### src/rtl/x_mem_reader_if.sv
// Bus bundle for the X-bank reader: bit-serial memory port plus the
// word-level valid/ready stream handed downstream.
interface x_mem_reader_if #(
   parameter int ADDR_W = 10,
   parameter int WORD_W = 8
) ();
   logic [1:0]        sel_x;
   logic              read_rq_x;
   logic              write_rq_x;
   logic [ADDR_W-1:0] rw_address_x;
   logic              read_data_x;
   logic [WORD_W-1:0] word_data;
   logic              word_valid;
   logic              word_ready;

   modport master (
      output sel_x, read_rq_x, write_rq_x, rw_address_x, word_data, word_valid,
      input  read_data_x, word_ready
   );

   modport slave (
      input  sel_x, read_rq_x, write_rq_x, rw_address_x, word_data, word_valid,
      output read_data_x, word_ready
   );
endinterface

### src/rtl/x_mem_reader.sv
// Read-side sequencer for the bit-serial X bank: fetches num_words words one
// bit per request starting at base_addr, assembles each word LSB first and
// hands it downstream on a valid/ready handshake.
module x_mem_reader #(
   parameter int         ADDR_W   = 10,
   parameter int         WORD_W   = 8,
   parameter int         CNT_W    = 8,
   parameter int         RD_LAT   = 1,
   parameter logic [1:0] SEL_READ = 2'd2
) (
   input  logic              clk,
   input  logic              rst,
   input  logic              start,
   input  logic [ADDR_W-1:0] base_addr,
   input  logic [CNT_W-1:0]  num_words,
   output logic              busy,
   output logic              done,
   x_mem_reader_if.master    bus
);

   localparam int BIT_W = (WORD_W > 1) ? $clog2(WORD_W) : 1;
   localparam int LAT_W = (RD_LAT > 1) ? $clog2(RD_LAT) : 1;

   // S_SKIP is the single busy cycle of an empty job, so done still lands
   // two cycles after the start edge with no memory access.
   typedef enum logic [2:0] {
      S_IDLE, S_REQ, S_WAIT, S_OUT, S_FIN, S_SKIP
   } state_t;

   state_t            state_q, state_d;
   logic [ADDR_W-1:0] addr_q, addr_d;
   logic [CNT_W-1:0]  words_left_q, words_left_d;
   logic [BIT_W-1:0]  bit_cnt_q, bit_cnt_d;
   logic [LAT_W-1:0]  lat_cnt_q, lat_cnt_d;
   logic [WORD_W-1:0] word_q, word_d;

   // State and datapath registers; reset aborts any job immediately.
   always_ff @(posedge clk or negedge rst) begin
      if (!rst) begin
         state_q      <= S_IDLE;
         addr_q       <= '0;
         words_left_q <= '0;
         bit_cnt_q    <= '0;
         lat_cnt_q    <= '0;
         word_q       <= '0;
      end else begin
         state_q      <= state_d;
         addr_q       <= addr_d;
         words_left_q <= words_left_d;
         bit_cnt_q    <= bit_cnt_d;
         lat_cnt_q    <= lat_cnt_d;
         word_q       <= word_d;
      end
   end

   // Next-state logic and Moore outputs of the read sequencer.
   always_comb begin
      state_d      = state_q;
      addr_d       = addr_q;
      words_left_d = words_left_q;
      bit_cnt_d    = bit_cnt_q;
      lat_cnt_d    = lat_cnt_q;
      word_d       = word_q;

      bus.read_rq_x    = 1'b0;
      bus.write_rq_x   = 1'b0;
      bus.sel_x        = '0;
      bus.rw_address_x = addr_q;
      bus.word_data    = word_q;
      bus.word_valid   = 1'b0;
      busy             = 1'b0;
      done             = 1'b0;

      unique case (state_q)
         S_IDLE: begin
            if (start) begin
               addr_d       = base_addr;
               words_left_d = num_words;
               bit_cnt_d    = '0;
               lat_cnt_d    = '0;
               state_d      = (num_words == '0) ? S_SKIP : S_REQ;
            end
         end
         S_SKIP: begin
            busy    = 1'b1;
            state_d = S_FIN;
         end
         S_REQ: begin
            busy          = 1'b1;
            bus.read_rq_x = 1'b1;
            bus.sel_x     = SEL_READ;
            lat_cnt_d     = '0;
            state_d       = S_WAIT;
         end
         S_WAIT: begin
            busy = 1'b1;
            if (lat_cnt_q == LAT_W'(RD_LAT - 1)) begin
               word_d[bit_cnt_q] = bus.read_data_x;
               addr_d            = addr_q + ADDR_W'(1);
               if (bit_cnt_q == BIT_W'(WORD_W - 1)) begin
                  bit_cnt_d = '0;
                  state_d   = S_OUT;
               end else begin
                  bit_cnt_d = bit_cnt_q + BIT_W'(1);
                  state_d   = S_REQ;
               end
            end else begin
               lat_cnt_d = lat_cnt_q + LAT_W'(1);
            end
         end
         S_OUT: begin
            busy           = 1'b1;
            bus.word_valid = 1'b1;
            if (bus.word_ready) begin
               words_left_d = words_left_q - CNT_W'(1);
               state_d      = (words_left_q == CNT_W'(1)) ? S_FIN : S_REQ;
            end
         end
         S_FIN: begin
            done    = 1'b1;
            state_d = S_IDLE;
         end
         default: state_d = S_IDLE;
      endcase
   end

endmodule

### src/flat_wrapper.sv
// flat-port wrapper written by rule: the top's interface ports become plain ports
module x_mem_reader_flat 
#(
   parameter int         ADDR_W   = 10,
   parameter int         WORD_W   = 8,
   parameter int         CNT_W    = 8,
   parameter int         RD_LAT   = 1,
   parameter logic [1:0] SEL_READ = 2'd2
)
  (clk, rst, start, base_addr, num_words, busy, done, bus_sel_x, bus_read_rq_x, bus_write_rq_x, bus_rw_address_x, bus_word_data, bus_word_valid, bus_read_data_x, bus_word_ready);
  x_mem_reader_if #(.ADDR_W(ADDR_W), .WORD_W(WORD_W)) bus_i ();
  input  logic clk;
  input  logic rst;
  input  logic start;
  input  logic [ADDR_W-1:0] base_addr;
  input  logic [CNT_W-1:0] num_words;
  output logic busy;
  output logic done;
  output wire logic [$bits(bus_i.sel_x)-1:0] bus_sel_x;
  output wire logic [$bits(bus_i.read_rq_x)-1:0] bus_read_rq_x;
  output wire logic [$bits(bus_i.write_rq_x)-1:0] bus_write_rq_x;
  output wire logic [$bits(bus_i.rw_address_x)-1:0] bus_rw_address_x;
  output wire logic [$bits(bus_i.word_data)-1:0] bus_word_data;
  output wire logic [$bits(bus_i.word_valid)-1:0] bus_word_valid;
  input wire logic [$bits(bus_i.read_data_x)-1:0] bus_read_data_x;
  input wire logic [$bits(bus_i.word_ready)-1:0] bus_word_ready;
  assign bus_sel_x = bus_i.sel_x;
  assign bus_read_rq_x = bus_i.read_rq_x;
  assign bus_write_rq_x = bus_i.write_rq_x;
  assign bus_rw_address_x = bus_i.rw_address_x;
  assign bus_word_data = bus_i.word_data;
  assign bus_word_valid = bus_i.word_valid;
  assign bus_i.read_data_x = bus_read_data_x;
  assign bus_i.word_ready = bus_word_ready;
  x_mem_reader #(.ADDR_W(ADDR_W), .WORD_W(WORD_W), .CNT_W(CNT_W), .RD_LAT(RD_LAT), .SEL_READ(SEL_READ)) u_core (.clk(clk), .rst(rst), .start(start), .base_addr(base_addr), .num_words(num_words), .busy(busy), .done(done), .bus(bus_i));
endmodule
### config.mk
export PLATFORM = sky130hd
export DESIGN_NAME = x_mem_reader_flat
export DESIGN_NICKNAME = d
export VERILOG_FILES = /design/src/rtl/x_mem_reader_if.sv /design/src/rtl/x_mem_reader.sv /design/src/flat_wrapper.sv
export SDC_FILE = /design/constraint.sdc
export NUM_CORES = 1
export LEC_CHECK = 0
export ABC_AREA = 1
export CAP_MARGIN = 20
export CELL_PAD_IN_SITES_DETAIL_PLACEMENT = 0
export CELL_PAD_IN_SITES_GLOBAL_PLACEMENT = 2
export CORE_ASPECT_RATIO = 0.7
export CORE_UTILIZATION = 24
export CTS_CLUSTER_DIAMETER = 100
export DETAILED_ROUTE_END_ITERATION = 10
export PLACE_DENSITY = 0.78
export SYNTH_ARGS = -nofsm -noshare
export SYNTH_HDL_FRONTEND = slang
export SYNTH_SLANG_ARGS = --single-unit
### constraint.sdc
create_clock -name clk -period 1.22 [get_ports clk]
set_input_delay 0.244 -clock clk [delete_from_list [all_inputs] [get_ports clk]]
set_output_delay 0.244 -clock clk [all_outputs]
set_load 0.005 [all_outputs]
# Yosys cells after proc, flatten, opt, wreduce, memory -nomap -nowiden
# Cells that the tools add are included.
dict set report word_totals {
  input_bits 23
  word_cells 63
  regBits 33
}
dict set report op_classes {
  mux 28
  n_reduce_logical 12
  add_sub_neg 4
  n_lt_le_gt_ge 2
  n_eq_ne 10
  bitwise_logic 1
}
# op n
set ops {}
lappend ops {{2-to-1 mux 3 bit} 8}
lappend ops {{2-to-1 mux 10 bit} 2}
lappend ops {{case mux 10 bit (2 select lines)} 1}
lappend ops {{2-to-1 mux 8 bit} 2}
lappend ops {{case mux 8 bit (2 select lines)} 1}
lappend ops {{case mux 3 bit (5 select lines)} 1}
lappend ops {{adder 10 x 1 -> 10 bit, second input constant} 1}
lappend ops {{== test 3 bit, second input constant} 3}
lappend ops {{AND reduction 3 bit} 3}
lappend ops {{bitwise mux 8 bit} 1}
lappend ops {{== test 8 x 1 -> 1 bit, second input constant} 1}
lappend ops {{zero test 8 bit} 1}
lappend ops {{subtractor 8 x 1 -> 8 bit, second input constant} 1}
lappend ops {{2-to-1 mux 1 bit} 7}
lappend ops {{== test 3 x 2 -> 1 bit, second input constant} 2}
lappend ops {{inequality test 2 bit, second input constant} 3}
lappend ops {{case mux 3 bit (2 select lines)} 1}
lappend ops {{less-than comparator 3 x 4 -> 1 bit, second input constant} 1}
lappend ops {{2-to-1 mux 2 bit} 2}
lappend ops {{AND reduction 2 bit} 2}
lappend ops {{nonzero test 2 bit} 2}
lappend ops {{OR reduction 4 bit} 1}
lappend ops {{adder 3 x 1 -> 3 bit, second input constant} 1}
lappend ops {{demux 1 bit (select 3 bit)} 1}
lappend ops {{other kinds (8)} 8}

# Longest topological paths before layout
dict set report logic_depth {
  depth_word 5
  depth_mapped 9
  ltp_nobuf 9
}

# Worst setup path before layout
# No wires, ideal clock.
dict set report synth_timing {
  path_type {flip-flop to flip-flop}
  start {register u_core.state_q[0]}
  end {register u_core.addr_q[2] (netlist: u_core.bus.rw_address_x[2])}
  arrival_ns 1.180
  path_slack_ns -0.083
  path_buffers 1
  path_stages_with_launch 8
  period_less_slack_ns 1.303
  cell_sequence {dfrtp_1 -> nor2_4 -> nand2_4 -> inv_4 -> nor2_8 -> buf_4 -> nor2_1 -> nor2_1}
}
dict set report synth_via {
  elab_chain_cells 3
}
# item line_no
set synth_rtl {}
lappend synth_rtl {{start, declared} x_mem_reader.sv:30} ;# state_t state_q, state_d;
lappend synth_rtl {{start signal, assigned} x_mem_reader.sv:47} ;# state_q <= state_d;
lappend synth_rtl {{== test 3 x 2 -> 1 bit or zero test 3 bit (tied branches)} x_mem_reader.sv:74} ;# unique case (state_q)
lappend synth_rtl {{inequality test 2 bit (no line) or nonzero test 2 bit (tied branches)} -}
lappend synth_rtl {{AND reduction 3 bit (no line)} -}
lappend synth_rtl {{end signal, assigned} x_mem_reader.sv:48} ;# addr_q <= addr_d;
lappend synth_rtl {{end, declared} x_mem_reader.sv:31} ;# logic [ADDR_W-1:0] addr_q, addr_d;
# Several ways; a longest one is shown, not always the timed one.
# A chain may end at the register's enable or synchronous reset.

# Worst setup path in the final report
dict set report layout_timing {
  start {register u_core.state_q[1]}
  end {register u_core.words_left_q[6]}
}
dict set report layout_via {
  elab_chain_cells 3
}
# item line_no
set layout_rtl {}
lappend layout_rtl {{== test 3 x 2 -> 1 bit or zero test 3 bit (tied branches)} x_mem_reader.sv:74}
lappend layout_rtl {{inequality test 2 bit (no line) or nonzero test 2 bit (tied branches)} -}
lappend layout_rtl {{AND reduction 3 bit (no line)} -}
lappend layout_rtl {{end signal, assigned} x_mem_reader.sv:49} ;# words_left_q <= words_left_d;
lappend layout_rtl {{end, declared} x_mem_reader.sv:32} ;# logic [CNT_W-1:0] words_left_q, words_left_d;
# Several ways; a longest one is shown, not always the timed one.

==> flow_summary.ini <==
[clocking]
htree_num_levels = 2
clk_pin_slew_ps = 60
cts_tree = built
numCtsBuffers = 5
cts_sinks = 32
clockBufferDepth = 2
clk_latency_ps = 280
clock-root-buffer = clkbuf_16

[pwr]
pwr-share-clk_pct = 15.3
leakage_nw = 1.79
internal-power_mw = 5.55
p_comb_share_pct = 64.3
p_per_area_mw_per_mm2 = 2610
ir_worst_vdd_mv = 0.684
power_frac_seq_pct = 20.4
switching_power_mw = 3.89
p_sw_share_pct = 41.2

[grt]
grt.overflow.total = 0
grt_max_degree = 33
grt_use_total_pct = 15.1
antenna_found_initial = 0
grt_pass1_vias = 2104
grt_pass1_wl_um = 10300

[setup_path]
start_kind = flip-flop
ff2ff_path_depth = 11
cp_top_family = simple AND/OR/NAND/NOR gates
cp_data_arrival_time_ps = 1680
worstSetupPathType = flip-flop to flip-flop
cp_slowest_stage_delay_ps = 400
worstReg2RegStart = u_core.state_q[1]$_DFFE_PN0P_
crit_cells = 11
crit_path_start = u_core.state_q[1]$_DFFE_PN0P_
slowest_stage = dfrtp_1
crit_chain = inv_2 -> buf_6 -> nor2_4 -> nand2_4 -> buf_6 -> nor2_4 -> inv_2 -> nand2_4 -> nor2_2 -> nand2_1 -> nand2_1
path_buf_inv = 4
critical_path_required_ps = 1390
cp_max_fo = 7
cp-end-kind = flip-flop

[routing]
post-route-drc-count = 2
vias = 2226
wl_per_cell_um = 12.7
routed_via_density = 4.33
routed_wl_um = 6510
dr.pass1.iters = 7
drt_iter0_markers = 61
postRouteAntennaNets = 0

[placement]
dp_cells = 477
numPortBuffers = 45
hpwl_um = 4510
gp_congestion = 0.800
dp_slack_ps = -272

[synthesis]
synth_top_area_share_pct = 39.3
yosys_most_used_dff = dfrtp_1
synth_top_area_cell = dfrtp_1
netlist_instances = 291
synth_area_leaders = dfrtp_1 (39%), nand2_1 (16%), inv_1 (6.6%), nor2_1 (6.6%), nand3_1 (5.6%)
syn_area_mm2 = 0.00204
synth_seq_cells = 32
synth_cell_type_count = 34
synth_edf_count = 0
yosys_warnings = 0
syn_area_per_cell_um2 = 7.01
yosysSeqAreaShare_pct = 39.3
synthArstFlopShare_pct = 100

[final_layout]
antenna_cells = 0
nets = 440
stdcell_count = 514
post-route-util_pct = 45.1
drive_gt1_share_pct = 35.6
syn_to_final_growth_pct = 77.7
fillers = 815

[timing]
fmax_mhz = 664
slew_violations = 0
finalHoldViolCount = 0
tns_ps = -8520
min_period_ps = 1510
period_share_pct = 123
setup_viol = 37
clock_skew_ps = 4.32
rsz0062_at_grt = yes
setup_slack_ps = -286

[floorplanning]
boundaryPins = 48
start_util_pct = 25.4
rows = 27
die_x_um = 112
die-area_mm2 = 0.00888
die_y_um = 79.1
coreArea_mm2 = 0.00804

[outcome]
violations = DRC, setup timing
status = complete, but fails checks

[job]
maxCapViolCount = 0

[worst_hold_path]
hp-class = input port to async pin
==> area by class of cell <==
type | count | area [um^2] | area share (%)
multi-input cells | 213 | 1280 | 35.5
inverters | 41 | 181 | 5.01
well taps | 101 | 126 | 3.49
repair buffers | 119 | 1060 | 29.4
flip-flops and latches | 32 | 803 | 22.2
clock inverters | 2 | 35.0 | 0.967
clock buffers | 6 | 129 | 3.56
==> power by group through the flow <==
stage               logic [mW]  clock network (mW)  registers, mW
finish                    6.08                1.44           1.93
detailed placement        4.73                   0           1.98
global route              6.68                1.54           2.00
global placement          4.71                   0           1.99
CTS                       5.30                1.47           1.92
floorplan                 2.38                   0           2.01
==> layout by cell type, fill, tap and decap left out, types with 2 or more instances in the layout <==
cell             synthesis  layout
nand2_4                  1       5
nand2_8                  0       2
dlygate4sd2_1            0      15
nand2_1                 85      76
buf_4                    5      55
buf_6                    1      16
nor3_4                   0       5
buf_12                   0       4
dfrtp_2                  0       2
inv_1                   36      34
nand4_1                  4       4
nor2_1                  36      28
clkdlybuf4s50_1          0      22
ha_2                     0       2
o21ai_1                  1      17
conb_1                   1       2
nand3_2                  0       4
nand3b_1                 2       2
inv_2                    2       3
ha_1                     5       3
o21ai_0                 23       2
clkbuf_16                0       5
nand3_1                 23      19
dfrtp_1                 32      30
a21oi_2                  1       2
nand2_2                  3       6
o21ai_2                  0       5
buf_2                    0       5
nor2_4                   1       7
a21oi_1                  6       4
nor2_2                   3       6
==> kinds of logic after synthesis <==
group	share of synthesized area [%]
xor gates and xnor gates	0.430
adders and majority gates	3.07
buffers and inverters	10.6
other	0.184
and+or+nand+nor	36.4
DFF	39.3
AOI/OAI and AO/OA	10.0
==> routing by layer <==
| metal | up-vias | global-route usage [%] | routed length (um) |
|---|---|---|---|
| met5 | - | 0 | 0 |
| met4 | 0 | 4.53 | 91 |
| met3 | 7 | 4.43 | 247 |
| met2 | 34 | 21.6 | 2790 |
| met1 | 1018 | 21.8 | 3380 |
| li1 | 1167 | - | - |
==> stage by stage <==
stage               hold slack, ps  power (mW)  instance area (um^2)
floorplan                    -51.6        4.39                  2100
global placement               474        6.70                  2980
detailed placement             478        6.71                  2980
CTS                            336        8.69                  3380
global route                   362        10.2                  3620
finish                         324        9.44                  3620
==> registers in the layout (all words and copies together), names as in the netlist <==
signal / cells
u_core.bit_cnt_q: 3
u_core.words_left_q: 8
u_core.bus.rw_address_x: 10
u_core.bus.word_data: 8
u_core.state_q: 3
==> final timing paths <==
| check | slack, ps | endpoint |
|---|---|---|
| setup / recovery | -290 | u_core.words_left_q[6]$_DFFE_PN0P_ |
| hold / removal | 320 | u_core.words_left_q[0]$_DFFE_PN0P_ |
| setup reg to reg | -290 | u_core.words_left_q[6]$_DFFE_PN0P_ |
| hold reg to reg | 490 | u_core.bus.word_data[0]$_DFFE_PN0P_ |
| max in group asynchronous | 700 | u_core.state_q[0]$_DFFE_PN0P_ |
| min in group clk | 490 | u_core.bus.word_data[0]$_DFFE_PN0P_ |
==> Yosys cell counts (3+ instances only) <==
cell and instances:
a21oi_1 6, nand2_2 3, ha_1 5, nor2_1 36, nand4_1 4, o21ai_0 23, inv_1 36, nand2_1 85
buf_4 5, nor3_1 6, dfrtp_1 32, nand3_1 23, nor2_2 3
==> what timing repair did <==
action                                  CTS  global route
pin swaps                                14            26
hold buffers                              0             0
gates cloned                              1             0
endpoints found under the setup margin   55            39
buffers inserted                         20            10
gates resized for setup                  77            54
(Power assumes the default switching activity.)
==> variant 1 (config.mk and constraints unchanged) <==
`RD_LAT` is set to 1 in 2 places; all go to 2.
--- a/src/rtl/x_mem_reader.sv
+++ b/src/rtl/x_mem_reader.sv
@@ -6,5 +6,5 @@
    parameter int         WORD_W   = 8,
    parameter int         CNT_W    = 8,
-   parameter int         RD_LAT   = 1,
+   parameter int         RD_LAT   = 2,
    parameter logic [1:0] SEL_READ = 2'd2
 ) (
--- a/src/flat_wrapper.sv
+++ b/src/flat_wrapper.sv
@@ -5,5 +5,5 @@
    parameter int         WORD_W   = 8,
    parameter int         CNT_W    = 8,
-   parameter int         RD_LAT   = 1,
+   parameter int         RD_LAT   = 2,
    parameter logic [1:0] SEL_READ = 2'd2
 )
Function: changed (a bounded check fails within 4 cycles, from zero or initial values and one cycle with rst low).
==> variant 1 against the original RTL <==
  * The flow finishes with violations (setup timing)
  * Power shrank 13%
  * Worst setup slack gained 1.7 ps
  * Synthesized cell count grew 11%
  * Sequential power shrank 7%
  * Synthesized area grew 4.7%
  * Core utilization shrank 2.2 points
  * Sequential cell count grew 1
  * Cell area grew 1.2%
  * Non-clock buffer count grew 1
  * Routed wire length shrank 0.71%
  * Critical path depth shrank 1
  * Critical path type unchanged
==> variant 1: results <==
set metrics [dict create \
    yosys-top-cells-area "dfrtp_1 (39%), nand2_1 (22%), o21ai_0 (6.6%), inv_1 (6.3%), nand3_1 (6.3%)" \
    dpl_cell_area_um2 3040 \
    grt_pass1_wl_mm 10.6 \
    setup_violations 38 \
    synth-compound-area-share 0.0727 \
    drt_iter0_drc 70 \
    fin_setup_tns_ps -8170 \
    final_nets 470 \
    run_status "finished, violations left" \
    synth_xor_area_frac 0 \
    drive_gt1_frac 0.346 \
    synth_commonest_cells "nand2_1 (124), inv_1 (36), dfrtp_1 (33), nor2_1 (33), o21ai_0 (28)" \
    synth_seq_area_share 0.387 \
    r2r_cells 10 \
    finalClockSkew_ps 11.8 \
    p_leak_nw 1.88 \
    cp-startpoint "u_core.state_q[2]$_DFFE_PN0P_" \
    met2_usage 0.222 \
    r2r_end "u_core.words_left_q[5]$_DFFE_PN0P_" \
    violations "setup timing" \
    setup_slack_ps -285 \
    dp_cells 525 \
    wl_mm 6.47 \
    dp_slack_ps -303 \
    track_usage 0.147 \
    crit_fanout 6 \
    vdd_drop_max_mv 0.822 \
    grt_use_met1 0.213 \
    hold_ws_ps 328 \
]
==> variant 1: changes by cell type in the layout (fill, tap and decap cells not counted), moves of 4 or more <==
cell / change
inv_2: +4
nand2_1: +24
nand2_2: +13
nor3_4: -5
o21ai_0: +10
o21ai_2: -4
or2_2: +4
==> variant 1: worst max-delay path, delay by kind of cell, from the launching register on <==
| family | cells | cell delay, ps |
|---|---|---|
| buffers and inverters | 5 | 560 |
| and+or+nand+nor | 5 | 420 |
| DFF | 1 | 390 |
==> variant 1: layout make-up <==
cell class	count	area (um2)
Tap cell	120	150
Fill cell	910	4880
Multi-Input combinational cell	239	1300
Inverter	42	168
Clock buffer	6	129
Timing Repair inverter	1	7.51
Sequential cell	33	830
Clock inverter	1	5.00
Timing Repair Buffer	120	1070
==> variant 1: metal layers <==
| layer | part of all wire | vias up | routed length [um] |
|---|---|---|---|
| met4 | 0.0094 | 0 | 61 |
| met5 | 0 | - | 0 |
| met3 | 0.042 | 4 | 274 |
| li1 | - | 1239 | - |
| met1 | 0.54 | 1075 | 3470 |
| met2 | 0.41 | 48 | 2660 |
==> variant 1: repair_timing <==
item / 4_1_cts / 5_1_grt
endpoints found under the setup margin: 56 / 40
resized for setup: 96 / 47
setup buffers: 27 / 4
pin swaps: 19 / 19
gates cloned: 1 / 1
==> variant 1: power by group through the flow <==
| stage | Clock [W] | Sequential [W] | Combinational (W) |
|---|---|---|---|
| finish | 0.00122 | 0.00180 | 0.00521 |
| global route | 0.00128 | 0.00185 | 0.00582 |
| CTS | 0.00123 | 0.00179 | 0.00480 |
| detailed placement | 0 | 0.00186 | 0.00401 |
| global placement | 0 | 0.00187 | 0.00401 |
| floorplan | 0 | 0.00191 | 0.00207 |
==> variant 2 (same settings) <==
Made on the original files. Take the reset off `addr_q` and load it in a clocked block of its own.
--- a/src/rtl/x_mem_reader.sv
+++ b/src/rtl/x_mem_reader.sv
@@ -39,5 +39,4 @@
       if (!rst) begin
          state_q      <= S_IDLE;
-         addr_q       <= '0;
          words_left_q <= '0;
          bit_cnt_q    <= '0;
@@ -46,5 +45,4 @@
       end else begin
          state_q      <= state_d;
-         addr_q       <= addr_d;
          words_left_q <= words_left_d;
          bit_cnt_q    <= bit_cnt_d;
@@ -52,4 +50,8 @@
          word_q       <= word_d;
       end
+   end
+
+   always_ff @(posedge clk) begin
+      addr_q <= addr_d;
    end
 
Behaviour: not the same (a bounded check fails within 4 cycles, from zero or initial values and one cycle with rst low).
==> variant 2 against the original RTL <==
  * The flow finishes with violations (setup timing)
  * Routed wire length shrank 6.9%
  * Synthesized area shrank 6.2%
  * Maximum frequency shrank 1.2%
  * Critical path depth shrank 7
  * Cell area shrank 5.9%
  * Worst setup slack lost 18 ps
  * Power shrank 11%
  * Non-clock buffer count shrank 6
  * Sequential cell count is the same
  * Critical path type is now reg2out
==> variant 2: results <==
set metrics [dict create \
    async_reset_ff_frac 0.688 \
    yosys-top-cells-area "dfrtp_1 (29%), nand2_1 (17%), edfxtp_1 (16%), nor2_1 (6.1%), nand3_1 (5.2%)" \
    r2r_end "u_core.bus.rw_address_x[0]$_DFFE_PP_" \
    seq_area_frac 0.250 \
    worstSetupEndpoint "done" \
    drtPass1Iterations 4 \
    n_all_buffers 113 \
    place_hpwl_mm 3.97 \
    postCtsSetupRepairBufs 27 \
    run_status "finished, violations left" \
    drive_gt1_frac 0.346 \
    drt-wirelength-per-cell_um 12.8 \
    cp-startpoint "u_core.state_q[0]$_DFFE_PN0P_" \
    place.gp.congestion 0.797 \
    clk_share 0.0481 \
    max_freq_ghz 0.656 \
    nMultiInputCombCells 192 \
    fillCellCount 748 \
    multi_input_area_um2 1110 \
    r2r_cells 8 \
    dp_slack_ps -308 \
    synth-edff-count 10 \
    dpl_cell_area_um2 2780 \
    finalClockSkew_ps 2.30 \
    n_all_inverters 31 \
    track_usage 0.154 \
    p_leak_nw 1.62 \
    yosysUniqueCellTypes 28 \
    violations "setup timing" \
    final_nets 403 \
    regToRegStartpoint "u_core.state_q[0]$_DFFE_PN0P_" \
    setup_slack_ps -305 \
    vias 2065 \
    p_switching_w 0.00332 \
    grt_pass1_wl_mm 9.94 \
    nonClkBufAreaFrac 0.299 \
    setup_violations 47 \
    seq_cells 32 \
    hold_ws_ps 317 \
    crit_fanout 2 \
]
[variant 2: changes by cell type in the layout (fill, tap and decap cells not counted), moves of 5 or more]
cell,unedited run,this run
dfrtp_1,30,20
edfxtp_1,0,10
inv_1,34,24
nor2_2,6,1
o21ai_1,17,12
[variant 2: power groups by stage]
stage / logic, W / clock network, W / registers, W
finish: 0.00507 / 0.00142 / 0.00194
global route: 0.00560 / 0.00149 / 0.00200
CTS: 0.00484 / 0.00144 / 0.00192
detailed placement: 0.00370 / 0 / 0.00203
global placement: 0.00370 / 0 / 0.00204
floorplan: 0.00185 / 0 / 0.00206
[variant 2: kinds of logic (layout without fill, tap and decap cells)]
| family | Yosys count | count (layout) | synth area share |
|---|---|---|---|
| other | 1 | 2 | 0.00196 |
| buffers and inverters | 36 | 152 | 0.0863 |
| and+or+nand+nor | 151 | 151 | 0.334 |
| xor gates and xnor gates | 4 | 4 | 0.0183 |
| AOI/OAI and AO/OA | 30 | 30 | 0.0824 |
| DFF | 32 | 32 | 0.445 |
| adders and majority gates | 5 | 5 | 0.0327 |
[variant 2: worst max-delay path: stages (launching register included)]
cell	delay (ps)
dfrtp_2	410
buf_4	140
buf_4	140
nor3_4	180
buf_2	140
[variant 2: routing by layer]
layer / share of wire / vias to the layer above / GRT usage
li1: - / 1061 / -
met1: 0.53 / 954 / 0.226
met2: 0.42 / 44 / 0.225
met3: 0.039 / 6 / 0.0323
met4: 0.015 / 0 / 0.0405
met5: 0 / - / 0
[variant 2: through the flow]
stage / instances / total power [W] / setup TNS [ps]
CTS: 471 / 0.00821 / -11150
floorplan: 260 / 0.00391 / -747
detailed placement: 435 / 0.00573 / -7150
finish: 474 / 0.00844 / -11710
global placement: 435 / 0.00574 / -7440
global route: 474 / 0.00910 / -14740
